--- config.mk ---
export PLATFORM = sky130hd
export DESIGN_NAME = topology_link_fabric
export DESIGN_NICKNAME = d
export VERILOG_FILES = /design/src/rtl/topology_link_fabric.sv
export SDC_FILE = /design/constraint.sdc
export NUM_CORES = 1
export LEC_CHECK = 0
export CORE_AREA = 2 2 498 500
export DETAILED_ROUTE_END_ITERATION = 8
export DIE_AREA = 0 0 500 502
export HOLD_SLACK_MARGIN = 0.03
export PLACE_DENSITY_LB_ADDON = 0.3
export SLEW_MARGIN = 10
export SYNTH_ARGS = -nofsm -noshare
export SYNTH_HDL_FRONTEND = slang
export SYNTH_SLANG_ARGS = --single-unit
--- constraint.sdc ---
create_clock -name clk -period 3 [get_ports clk]
set_clock_uncertainty 0.2 [all_clocks]
set_input_delay 0.9 -clock clk [delete_from_list [all_inputs] [get_ports clk]]
set_output_delay 0.9 -clock clk [all_outputs]
set_load 0.005 [all_outputs]
--- src/rtl/topology_link_fabric.sv ---
// Registered mesh / torus / circulant link fabric between router ports.
// Every connected directed link is a small valid/ready FIFO; unconnected ports flag stray valids.
module topology_link_fabric #(
  parameter int unsigned PORT_SIZE  = 39,
  parameter int unsigned PORTS_NUM  = 4,
  parameter int unsigned NODES_NUM  = 4,
  parameter int unsigned TOPOLOGY   = 0,
  parameter int unsigned H_SIZE     = 2,
  parameter int unsigned S0         = 1,
  parameter int unsigned S1         = 2,
  parameter int unsigned LINK_DEPTH = 2
) (
  input  logic                                  clk,
  input  logic                                  rst_n,
  input  logic [NODES_NUM*PORTS_NUM*PORT_SIZE-1:0] data_i,
  output logic [NODES_NUM*PORTS_NUM*PORT_SIZE-1:0] data_o,
  output logic [NODES_NUM*PORTS_NUM-1:0]           edge_err
);

  localparam int unsigned Slices = NODES_NUM * PORTS_NUM;
  localparam int unsigned PW     = PORT_SIZE - 2;
  localparam int unsigned AW     = $clog2(LINK_DEPTH);
  localparam int unsigned CntW   = AW + 1;
  localparam logic [CntW-1:0] FullCnt = CntW'(LINK_DEPTH);

  if (PORTS_NUM != 4) begin : g_bad_ports
    $error("PORTS_NUM must be 4");
  end
  if (TOPOLOGY > 2) begin : g_bad_topo
    $error("TOPOLOGY must be 0, 1 or 2");
  end
  if (H_SIZE == 0 || (NODES_NUM % H_SIZE) != 0) begin : g_bad_h
    $error("NODES_NUM must be a multiple of H_SIZE");
  end
  if (TOPOLOGY == 2 && (S0 == 0 || S0 >= NODES_NUM || S1 == 0 || S1 >= NODES_NUM)) begin : g_bad_s
    $error("circulant steps must lie in 1..NODES_NUM-1");
  end
  if (LINK_DEPTH < 2 || (LINK_DEPTH & (LINK_DEPTH - 1)) != 0) begin : g_bad_depth
    $error("LINK_DEPTH must be a power of 2, at least 2");
  end

  // Node reached through port p of node n, or -1 when the port leaves the grid.
  function automatic int neighbour(int n, int p);
    int nodes = int'(NODES_NUM);
    int h     = int'(H_SIZE);
    int rows  = nodes / h;
    int nx    = n % h;
    int ny    = n / h;
    if (TOPOLOGY == 2) begin
      case (p)
        0:       return (n + int'(S0)) % nodes;
        1:       return (n + nodes - int'(S0)) % nodes;
        2:       return (n + int'(S1)) % nodes;
        default: return (n + nodes - int'(S1)) % nodes;
      endcase
    end
    case (p)
      0:       nx = nx + 1;
      1:       nx = nx - 1;
      2:       ny = ny - 1;
      default: ny = ny + 1;
    endcase
    if (TOPOLOGY == 1) begin
      nx = (nx + h) % h;
      ny = (ny + rows) % rows;
    end else if (nx < 0 || nx >= h || ny < 0 || ny >= rows) begin
      return -1;
    end
    return ny * h + nx;
  endfunction

  logic [Slices-1:0] lnk_valid;
  logic [Slices-1:0] lnk_full;
  logic [PW-1:0]     lnk_head [Slices];

  for (genvar i = 0; i < int'(Slices); i++) begin : g_slice
    localparam int          Node = i / int'(PORTS_NUM);
    localparam int          Port = i % int'(PORTS_NUM);
    localparam int          Peer = neighbour(Node, Port);
    localparam int unsigned Base = i * PORT_SIZE;

    if (Peer >= 0) begin : g_link
      // The opposite port of the peer is both where this link lands and where the
      // incoming link for this port originates, since every mapping is symmetric.
      localparam int unsigned PeerIdx  = int'(Peer) * int'(PORTS_NUM) + (Port ^ 1);
      localparam int unsigned PeerBase = PeerIdx * PORT_SIZE;

      logic [PW-1:0]   mem_q [LINK_DEPTH];
      logic [AW-1:0]   wr_ptr_q, rd_ptr_q;
      logic [CntW-1:0] cnt_q, cnt_d;
      logic            push, pop;

      assign lnk_full[i]  = (cnt_q == FullCnt);
      assign lnk_valid[i] = (cnt_q != '0);
      assign lnk_head[i]  = lnk_valid[i] ? mem_q[rd_ptr_q] : '0;

      assign push = data_i[Base + PORT_SIZE - 2] && !lnk_full[i];
      assign pop  = lnk_valid[i] && data_i[PeerBase + PORT_SIZE - 1];

      always_comb begin
        cnt_d = cnt_q;
        if (push && !pop) begin
          cnt_d = cnt_q + 1'b1;
        end else if (pop && !push) begin
          cnt_d = cnt_q - 1'b1;
        end
      end

      always_ff @(posedge clk or negedge rst_n) begin
        if (!rst_n) begin
          wr_ptr_q <= '0;
          rd_ptr_q <= '0;
          cnt_q    <= '0;
        end else begin
          if (push) wr_ptr_q <= wr_ptr_q + 1'b1;
          if (pop)  rd_ptr_q <= rd_ptr_q + 1'b1;
          cnt_q <= cnt_d;
        end
      end

      // Storage needs no reset: the head is masked whenever the FIFO is empty.
      always_ff @(posedge clk) begin
        if (push) mem_q[wr_ptr_q] <= data_i[Base +: PW];
      end

      assign data_o[Base +: PORT_SIZE] = {~lnk_full[i], lnk_valid[PeerIdx], lnk_head[PeerIdx]};
      assign edge_err[i] = 1'b0;
    end else begin : g_edge
      logic err_q;
      logic unused_in;

      always_ff @(posedge clk or negedge rst_n) begin
        if (!rst_n) begin
          err_q <= 1'b0;
        end else if (data_i[Base + PORT_SIZE - 2]) begin
          err_q <= 1'b1;
        end
      end

      assign lnk_valid[i] = 1'b0;
      assign lnk_full[i]  = 1'b0;
      assign lnk_head[i]  = '0;
      assign unused_in = ^{data_i[Base + PORT_SIZE - 1], data_i[Base +: PW],
                           lnk_valid[i], lnk_full[i], lnk_head[i]};

      assign data_o[Base +: PORT_SIZE] = '0;
      assign edge_err[i] = err_q;
    end
  end

endmodule

* After elaboration in Yosys (flattened, before gate mapping) *
Memories as Yosys holds them, arrays and structs flattened.
Cells that the tools add are included.

cells by class
  add/subtract/negate cells = 32
  multipliers = 0
  divide/modulo/power cells = 0
  magnitude comparators = 0
  equal/unequal tests = 8
  shifts and indexed selects = 0
  muxes and demuxes = 40
  bitwise gates (word level) = 8
  reductions and logical operators = 72

operators by type and width
  kind                                              number
  two-way mux 37 bit                                8
  logical AND 1 bit                                 32
  two-way mux 2 bit                                 16
  nonzero test 2 bit                                16
  zero test 1 bit                                   24
  adder 1 bit, second input constant                16
  adder 2 x 1 -> 2 bit, second input constant       8
  == test 2 bit, second input constant              8
  two-way mux 1 bit                                 16
  subtractor 2 x 1 -> 2 bit, second input constant  8
  NOT 1 bit                                         8

storage, ports and cells
  register bits = 40
  latch bits = 0
  bits in writable memories = 592
  ROM bits = 0
  input bits = 626
  output and inout port bits = 640
  word-level logic and storage cells = 200
  memories = 8

memory list
  name                      depth  width  rd ports  clocked after memory_dff  write ports  RTL line  text
  g_slice[0].g_link.mem_q   2      37     1         0                         1            88        logic [PW-1:0] mem_q [LINK_DEPTH];
  g_slice[10].g_link.mem_q  2      37     1         0                         1            88
  g_slice[13].g_link.mem_q  2      37     1         0                         1            88
  g_slice[14].g_link.mem_q  2      37     1         0                         1            88
  g_slice[3].g_link.mem_q   2      37     1         0                         1            88
  g_slice[5].g_link.mem_q   2      37     1         0                         1            88
  2 more memories           -      -      -         -                         -            -

* Longest topological paths before layout *
  depth after elaboration = 7
  gate-level depth with buffers = 7
  mapped depth without buffers = 7

* Worst setup path after synthesis *
Ideal clock, no wire load.

  path kind = input-to-reg
  start = input data_i[37]
  end = memory g_slice[0].g_link.mem_q[0][0] (netlist name), enable pin
  library setup time = 0.431 ns
  arrival = 2.550 ns
  data required time = 2.369 ns
  slack = -0.181 ns
  stages on the path = 2
  path buffers = 0
  cells stage by stage = nand2_1 nor2_1

between the ends
  longest elaborated chain between the ends = 3

RTL lines
  element                                  RTL line  text
  start, declared                          15        input logic [NODES_NUM*PORTS_NUM*PORT_SIZE-1:0] data_i,
  logical AND 1 bit                        97        assign push = data_i[Base + PORT_SIZE - 2] && !lnk_full[i];
  two-way mux 1 bit                        123       if (push) mem_q[wr_ptr_q] <= data_i[Base +: PW];
  two-way mux 1 bit (implied by the code)  123
  end, declared                            88

No other way between the ends.

* Worst setup path after layout *
  start = register g_slice[10].g_link.rd_ptr_q
  end = output data_o[128]

between the ends
  longest elaborated chain between the ends = 2

RTL lines
  element                   RTL line  text
  start, declared           89        logic [AW-1:0] wr_ptr_q, rd_ptr_q;
  start signal, assigned    116       if (pop) rd_ptr_q <= rd_ptr_q + 1'b1;
  memory read (2 x 37 bit)  -
  two-way mux 37 bit        95        assign lnk_head[i] = lnk_valid[i] ? mem_q[rd_ptr_q] : '0;
  end, declared             16        output logic [NODES_NUM*PORTS_NUM*PORT_SIZE-1:0] data_o,

No other way between the ends.

==> results_dict.tcl <==
set metrics [dict create \
    drive_gt1_frac 0.360 \
    timing.final.crit_share 1.07 \
    async_flop_share 0.0633 \
    antenna_found_initial 34 \
    critPathCaptureType "output port" \
    fmax_ghz 0.311 \
    synth_cell_types 20 \
    yosysMostFrequentCell "edfxtp_1" \
    yosysTopAreaCell "edfxtp_1" \
    hpwlAfterDp_um 76800 \
    relSlewSlack 0.556 \
    clk_pin_slew_ns 0.06 \
    wl_per_cell_um 17.7 \
    drt_pass1_iterations 4 \
    clkLatencyLatePin_ns 0.73 \
    fp.dieH_um 502 \
    pre_cts_ws_ns -0.269 \
    initial_core_util 0.109 \
    synth_cells 1745 \
    setup_viol 171 \
    hold_path_class "reg2reg" \
    startpoint_type "flip-flop" \
    max_stage_delay_ns 0.60 \
    cts_max_level 3 \
    clock-root-buffer "clkbuf_16" \
    ys_ff_latch 632 \
    violations "setup timing" \
    core_region_area_mm2 0.245 \
    path_buf_inv 4 \
    fp.dieArea_mm2 0.251 \
    drc 0 \
    fin_crit_ns 3.22 \
    drt-initial-drc-count 610 \
    fin_util 0.178 \
    num_vias 16725 \
    nets 3398 \
    synth.cell_area_mm2 0.0268 \
    port_buffers 641 \
    yosys-top-cells-count "592 x edfxtp_1, 338 x buf_4, 319 x nor2_1, 296 x mux2i_1, 40 x dfrtp_1" \
    critical_path_arrival_ns 2.12 \
    synth.avg_cell_area_um2 15.4 \
    multi_input_area_mm2 0.00747 \
    ios 1266 \
    grt_pass1_wl_um 140000 \
    status "complete, but fails checks" \
    crit_chain "buf_12 > buf_8 > buf_6 > mux2i_2 > nor2_1 > buf_2" \
    cpMaxStageDelayCell "dfrtp_4" \
    crit_fanout 6 \
    path_delay_family "flip-flops" \
    die_w_um 500 \
    wirelength_um 107000 \
    numCtsBuffers 82 \
    required_ns 1.90 \
    synth_area_leaders "edfxtp_1 66%, mux2i_1 11%, buf_4 9.5%" \
    fillers 26655 \
    crit_type "reg2out" \
    p_leak_nw 16.5 \
    ys_seq_area_frac 0.700 \
    yosysWarnings 0 \
    finalMaxSlewViolations 0 \
    ff_latch_area_mm2 0.0188 \
    cts_num_sinks 632 \
    vias_per_cell 2.76 \
    place_congestion 0.748 \
    worstMarginPinSlew_ns 0.666 \
    grt_max_degree 38 \
    rows 182 \
    synth_edf_count 592 \
    setup_ws_ns -0.215 \
    ir_drop_v 0.000513 \
    grt_pass1_vias 16933 \
    global_route.usage.total 0.0815 \
    synth.top_cell.area_share 0.662 \
    ant_nets 0 \
    ys.flop_type "edfxtp_1" \
    rsz0062_at_grt "yes" \
    grt-ovfl-total 0 \
    area_delta_synth_final_pct 62.3 \
    cts_max_path_buffers 3 \
    power_density_mw_per_mm2 1040 \
    hold_violations 0 \
    cts_tree "yes" \
    max_cap_violations 0 \
]
[flip-flops by register name, indices dropped and copies added, names as in the netlist]
register and flops:
g_slice.g_edge.err_q 8, g_slice.g_link.wr_ptr_q 8, g_slice.g_link.rd_ptr_q 8, g_slice.g_link.cnt_q 16, g_slice.g_link.mem_q 592
[worst register-to-register path, delay by kind of cell, from the launching register on]
kind,cells,cell delay [ns]
xor+xnor,2,0.28
fa+ha+maj,1,0.19
buf+inv,6,0.63
flops,1,0.41
simple gates,3,0.36
[cells by family after synthesis]
logic type | count (synthesis) | share of synthesized area
other cells | 1 | 0.000140
mux | 296 | 0.110
simple gates | 360 | 0.0527
fa+ha+maj | 8 | 0.00373
xor+xnor | 40 | 0.0131
buf+inv | 408 | 0.120
flops | 632 | 0.700
[cell type report]
class,instances,area share
sequential,632,0.432
clock inverter,49,0.0111
antenna,7,0.000402
multi-input combinational,1024,0.172
clock buffer,101,0.0492
inverter,16,0.00144
timing repair buffer,1008,0.242
tap,3220,0.0925
[worst paths after layout]
path / startpoint / to / slack (ns) / depth (start not counted)
max in group asynchronous: rst_n / g_slice[10].g_link.rd_ptr_q$_DFFE_PN0P_ / 1.33 / 3
worst max register to register: g_slice[8].g_link.cnt_q[1]$_DFFE_PN0P_ / g_slice[8].g_link.cnt_q[1]$_DFFE_PN0P_ / 0.81 / 12
worst max-delay path: g_slice[10].g_link.rd_ptr_q$_DFFE_PN0P_ / data_o[128] / -0.22 / 6
worst min register to register: g_slice[9].g_edge.err_q$_DFFE_PN0P_ / g_slice[9].g_edge.err_q$_DFFE_PN0P_ / 0.27 / 1
min in group asynchronous: rst_n / g_slice[8].g_link.wr_ptr_q$_DFFE_PN0P_ / 0.59 / 2
worst min-delay path: g_slice[9].g_edge.err_q$_DFFE_PN0P_ / g_slice[9].g_edge.err_q$_DFFE_PN0P_ / 0.27 / 1
[layout by cell type, fill, tap and decap left out, types with 6 or more instances in the layout]
master and count:
clkinv_2 7, buf_12 98, mux2i_4 56, buf_2 200, nor2_4 60, or2_2 8
inv_1 14, clkbuf_2 18, clkbuf_16 88, clkinvlp_4 6, clkdlybuf4s50_1 321, clkbuf_1 18
clkinv_1 18, mux2i_2 46, dlygate4sd2_1 7, ha_1 8, conb_1 320, buf_6 177
mux2i_1 194, diode_2 7, edfxtp_1 592, and3_2 6, dfrtp_2 13, xnor2_1 24
dlymetal6s2s_1 14, nand2b_1 8, nor2_2 47, nand2_1 16, buf_8 35, nor2_1 213
xor2_1 16, buf_4 110, buf_16 20, dfrtp_1 25
[repair_timing]
action	in CTS	in global routing
endpoints found under the hold margin	22	0
setup endpoints to repair	312	301
gates resized for setup	1137	566
gates cloned	30	5
pin swaps	93	137
hold buffers	1	0
buffers inserted	181	99
[through the flow]
stage          hold slack [ns]  std cells  setup TNS, ns  total power, mW  area (µm²)
2_1_floorplan            0.241       2064              0             19.8       28100
3_3_place_gp             0.260       5631         -0.629             30.2       36800
3_5_place_dp             0.254       5631         -0.622             30.2       36800
4_1_cts                  0.270       5987         -60.67             44.1       42000
5_1_grt                  0.284       6054         -48.81             48.0       43600
6_report                 0.266       6057         -13.70             45.3       43600
[report_power, final]
group,internal [mW],switching [mW],leakage [nW]
Combinational,12.0,10.6,9.31
Clock,5.50,4.14,1.25
Sequential,12.1,0.886,5.93
[per-layer routing]
layer,share of wire,track usage,vias up
met5,0.0013,0,-
met3,0.089,0.0329,159
li1,-,-,7625
met1,0.39,0.0909,8134
met4,0.030,0.0287,20
met2,0.49,0.139,787
Power figures use the tool's default switching activity.
